File: config.mk
export PLATFORM = sky130hd
export DESIGN_NAME = id_inst_queue
export DESIGN_NICKNAME = d
export VERILOG_FILES = /design/src/rtl/id_inst_queue.sv
export SDC_FILE = /design/constraint.sdc
export NUM_CORES = 1
export LEC_CHECK = 0
export ABC_AREA = 0
export BUFFER_PORTS_ARGS = -buffer_cell sky130_fd_sc_hd__buf_2
export CAP_MARGIN = 20
export CELL_PAD_IN_SITES_DETAIL_PLACEMENT = 2
export CELL_PAD_IN_SITES_GLOBAL_PLACEMENT = 2
export CORE_MARGIN = 10
export CORE_UTILIZATION = 42
export DETAILED_ROUTE_END_ITERATION = 6
export PLACE_DENSITY_LB_ADDON = 0.05
export SLEW_MARGIN = 5
export SYNTH_ARGS = -nofsm -noshare
export SYNTH_HDL_FRONTEND = slang
export SYNTH_SLANG_ARGS = --single-unit
File: constraint.sdc
create_clock -name clk -period 4 [get_ports clk]
set_clock_uncertainty 0.1 [all_clocks]
set_input_delay 0.8 -clock clk [delete_from_list [all_inputs] [get_ports clk]]
set_output_delay 0.8 -clock clk [all_outputs]
set_load 0.02 [all_outputs]
File: src/rtl/id_inst_queue.sv
// rtl/id_inst_queue.sv - IF->ID instruction queue with flush and stall/flush performance counters
// Optional zero-latency empty path: define ID_IQ_BYPASS_EN.
module id_inst_queue #(
  parameter int DATA_W = 64,
  parameter int DEPTH  = 4,
  parameter int CNT_W  = 32
) (
  input  logic                       clk,
  input  logic                       reset,
  input  logic                       in_valid,
  output logic                       in_allowin,
  input  logic [DATA_W-1:0]          in_data,
  output logic                       out_valid,
  input  logic                       out_ready,
  output logic [DATA_W-1:0]          out_data,
  input  logic                       flush,
  output logic [$clog2(DEPTH):0]     occupancy,
  output logic [CNT_W-1:0]           stall_cnt,
  output logic [CNT_W-1:0]           flush_cnt
);

  localparam int PTR_W = $clog2(DEPTH);
  localparam int OCC_W = PTR_W + 1;
  localparam logic [OCC_W-1:0] FULL_OCC = OCC_W'(DEPTH);

  logic [DATA_W-1:0] mem_q [DEPTH];
  logic [DATA_W-1:0] mem_d [DEPTH];
  logic [PTR_W-1:0]  rd_ptr_q, rd_ptr_d;
  logic [PTR_W-1:0]  wr_ptr_q, wr_ptr_d;
  logic [OCC_W-1:0]  occ_q, occ_d;
  logic [CNT_W-1:0]  stall_cnt_q, stall_cnt_d;
  logic [CNT_W-1:0]  flush_cnt_q, flush_cnt_d;

  logic empty;
  logic bypass;
  logic push;
  logic pop;

  assign empty = (occ_q == '0);

`ifdef ID_IQ_BYPASS_EN
  assign bypass = empty & in_valid & ~flush;
`else
  assign bypass = 1'b0;
`endif

  // Allowin looks only at registered occupancy so IF never waits on ID's ready.
  assign in_allowin = (occ_q != FULL_OCC);
  assign out_valid  = ~empty | bypass;
  assign out_data   = bypass ? in_data : mem_q[rd_ptr_q];
  assign occupancy  = occ_q;
  assign stall_cnt  = stall_cnt_q;
  assign flush_cnt  = flush_cnt_q;

  // A bypassed packet taken by ID in the same cycle never touches storage.
  assign push = in_valid & in_allowin & ~flush & ~(bypass & out_ready);
  assign pop  = ~empty & out_ready & ~flush;

  always_comb begin
    mem_d = mem_q;
    if (push) begin
      mem_d[wr_ptr_q] = in_data;
    end
  end

  always_comb begin
    rd_ptr_d = rd_ptr_q;
    wr_ptr_d = wr_ptr_q;
    occ_d    = occ_q;
    if (flush) begin
      rd_ptr_d = '0;
      wr_ptr_d = '0;
      occ_d    = '0;
    end else begin
      if (push) begin
        wr_ptr_d = wr_ptr_q + 1'b1;
      end
      if (pop) begin
        rd_ptr_d = rd_ptr_q + 1'b1;
      end
      occ_d = occ_q + OCC_W'(push) - OCC_W'(pop);
    end
  end

  always_comb begin
    stall_cnt_d = stall_cnt_q;
    flush_cnt_d = flush_cnt_q;
    if (out_valid && !out_ready && !flush && (stall_cnt_q != '1)) begin
      stall_cnt_d = stall_cnt_q + 1'b1;
    end
    if (flush && (flush_cnt_q != '1)) begin
      flush_cnt_d = flush_cnt_q + 1'b1;
    end
  end

  // Packet storage carries no reset; contents are meaningless while occupancy is 0.
  always_ff @(posedge clk) begin
    mem_q <= mem_d;
  end

  always_ff @(posedge clk or posedge reset) begin
    if (reset) begin
      rd_ptr_q    <= '0;
      wr_ptr_q    <= '0;
      occ_q       <= '0;
      stall_cnt_q <= '0;
      flush_cnt_q <= '0;
    end else begin
      rd_ptr_q    <= rd_ptr_d;
      wr_ptr_q    <= wr_ptr_d;
      occ_q       <= occ_d;
      stall_cnt_q <= stall_cnt_d;
      flush_cnt_q <= flush_cnt_d;
    end
  end

endmodule

==> impl_results.md <==
* Critical Path End Type: primary output
* Number of gates resized after cts at 0
* Residual DRC at 0
* Clock-pin slew on the worst setup and hold paths at 60 ps
* Hold Buf Count CTS at 0
* Post-Synthesis Cells at 667
* Hold Path Class: in2async
* Final setup viols at 0
* DP HPWL at 24.0 mm
* Worst Path Class, Setup: reg2out
* Crit path DAT at 2520 ps
* DR vias/cell at 5.32
* FILL cells at 2724
* Tot GR Track Use at 18.6%
* Share of cells above drive strength 1 at 37.9%
* RSZ-0062 raised after global routing: no
* Flop and latch count out of synthesis at between 300 and 400
* RePlAce Congestion at about 0.8
* Die H at approximately 190 µm
* Routing usage on met1 at 22.6%
* Post-route ant nets at 0
* Multi-input gate area at approximately 0.0031 mm²
* Maximum clock rate at a little under 0.3 GHz
* Starting Density at a little over two fifths
* Initial antenna violation count at 4
* Avg Cell Area, Syn at around 19 µm²
* Final Hold Viols at 0
* Die W at 194 µm
* FP Rows at 63
* Outcome: finished clean
* P per Cell Area at 595 mW/mm²
* Layout area overhead at 21.0%
* # clock sinks at approximately 330
* Grt met2 use at between 30% and 40%
* Top Usage Layer GRT: met2
* CTS tree: yes
* Register area share after synthesis at 74.5%
* CTS max path bufs at 3
* Asr flop ratio synth at 21.7%
* First-pass GRT wire length at 54.3 mm
* Max Slew Vio Count at 0
* CTS root buf: clkbuf_16
* Grt ovf at 0
* Critical Path RT at 3100 ps
* Iter 0 DRT Violations at 262
* Min Tclk post-route at 3420 ps
* Pre-CTS WS at 1050 ps
* CTS Buf Count at 36
* I/O Pins at approximately 200
* Main flop type after synthesis: edfxtp_1
* Synth warn at 0
* Post-CTS setup buffers at 0
* Synth cell types at 40
* Met3 Track Usage GR at 4.53%
* Startpoint class of the critical path: flop
* Synth Cell Area at 0.0127 mm²
* Mapped Nets at 745
* Clk Latency, worst-skew pair at between 500 and 600 ps
* Max cap viols at 0
* Setup TNS at 0 ps
* WL final at 35.3 mm
* Max FO, Critical Path at 32
* Post-route setup slack at around 600 ps
* Vias in the first global route at 8230
* Pleak at about 5.9 nW
* H-tree depth at 2
* Core area at ~0.03 mm²
* Drt pass-1 iters at 5
* VDD IR max at 0.297 mV
* Nets at 979
* IO Port Bufs at 201
* Reg area at 0.00947 mm²
* Largest net degree at the start of global routing at 66
* Fin crit share at ~85%
* Via Count at 7018
* Number of synthesized flops with an enable pin at around 260
* Die area at 0.0376 mm²
* Worst-Margin Slew at 976 ps
* Slew HR at 34.9%
* Post-DR wirelength/cell at between 20 and 30 µm
==> synth_stat cells, types with 8 or more instances <==
library cell | number | area share, %
and3_1 | 16 | 0.79
and4_1 | 8 | 0.55
clkbuf_1 | 8 | 0.24
dfrtp_1 | 71 | 14
edfxtp_1 | 256 | 60
ha_1 | 8 | 0.79
inv_1 | 10 | 0.30
mux4_2 | 64 | 11
nand2_1 | 29 | 0.86
nand3_1 | 24 | 0.95
nand4_1 | 20 | 0.98
nor2_1 | 27 | 0.80
nor3_1 | 14 | 0.55
xnor2_1 | 30 | 2.1
xor2_1 | 36 | 2.5
==> logic make-up after synthesis <==
group           after synthesis  share of synthesized area, %
xor+xnor                     66                          4.55
flops                       327                          74.5
buf+inv                      30                          1.00
fa+ha+maj                     9                         0.945
simple gates                161                          6.84
compound gates                7                         0.581
mux                          67                          11.6
==> metal layers <==
metal	routed length [µm]	share of wire (%)
met1	14300	40
met2	18800	53
met3	1800	5.1
met4	384	1.1
met5	38	0.11
==> placed cells by master, fill, tap and decap left out, types with 4 or more instances in the layout <==
master      Yosys  routed
nor2_1         27      27
clkinvlp_4      0       4
nand3_1        24      24
clkbuf_1        8       4
clkinv_2        0      10
nand2_1        29      29
clkinv_1        0       6
nor3_1         14      14
nor4_1          6       6
mux4_2         64      64
nand4_1        20      20
clkbuf_16       0      37
xor2_1         36      36
edfxtp_1      256     256
ha_1            8       8
buf_2           6     201
xnor2_1        30      30
and3_1         16      16
and4_1          8       8
inv_1          10       9
dfrtp_1        71      69
buf_4           0      14
and2_4          0       4
==> metrics by stage <==
stage	std cells	hold WS (ps)	util, %	total power [W]	cell area (µm²)
5_1_grt	1317	401	51.7	0.00954	15400
2_1_floorplan	667	443	-	0.00534	12700
6_report	1318	386	51.7	0.00914	15400
4_1_cts	1317	385	51.7	0.00928	15400
3_3_place_gp	1253	368	48.0	0.00598	14300
3_5_place_dp	1253	380	48.0	0.00607	14300
==> sequential cells by signal (all words and copies together) (netlist names) <==
signal,cells
wr_ptr_q,2
occupancy,3
stall_cnt,32
rd_ptr_q,2
mem_q,256
flush_cnt,32
==> cell type report <==
cell class / instances / area share [%]
diodes: 1 / 0.0163
clock buffers: 42 / 6.21
clock inverters: 22 / 1.06
inverters: 10 / 0.244
multi-input cells: 310 / 20.3
flip-flops and latches: 327 / 61.6
well taps: 390 / 3.17
repair buffers: 216 / 7.36
==> worst paths after layout <==
| path | startpoint | to | slack, ps | cells after the start |
|---|---|---|---|---|
| hold / removal | reset | stall_cnt[5] | 390 | 2 |
| setup reg to reg | occupancy[1] | occupancy[2] | 1430 | 10 |
| setup / recovery | rd_ptr_q[0] | out_data[17] | 580 | 3 |
| max in group asynchronous | reset | flush_cnt[10] | 2640 | 3 |
| min in group clk | flush_cnt[19] | flush_cnt[19] | 390 | 1 |
| hold reg to reg | flush_cnt[19] | flush_cnt[19] | 390 | 1 |
==> worst max-delay path: stages, from the launching register on <==
cell and delay (ps):
dfrtp_4 860, buf_4 400, mux4_2 550, buf_2 180
==> power breakdown <==
| group | internal, W | leakage (nW) | total (W) | switching (W) |
|---|---|---|---|---|
| Sequential | 0.00390 | 3.27 | 0.00417 | 0.000262 |
| Clock | 0.00184 | 0.545 | 0.00318 | 0.00134 |
| Combinational | 0.000759 | 2.05 | 0.00179 | 0.00103 |
(Power assumes the default switching activity.)
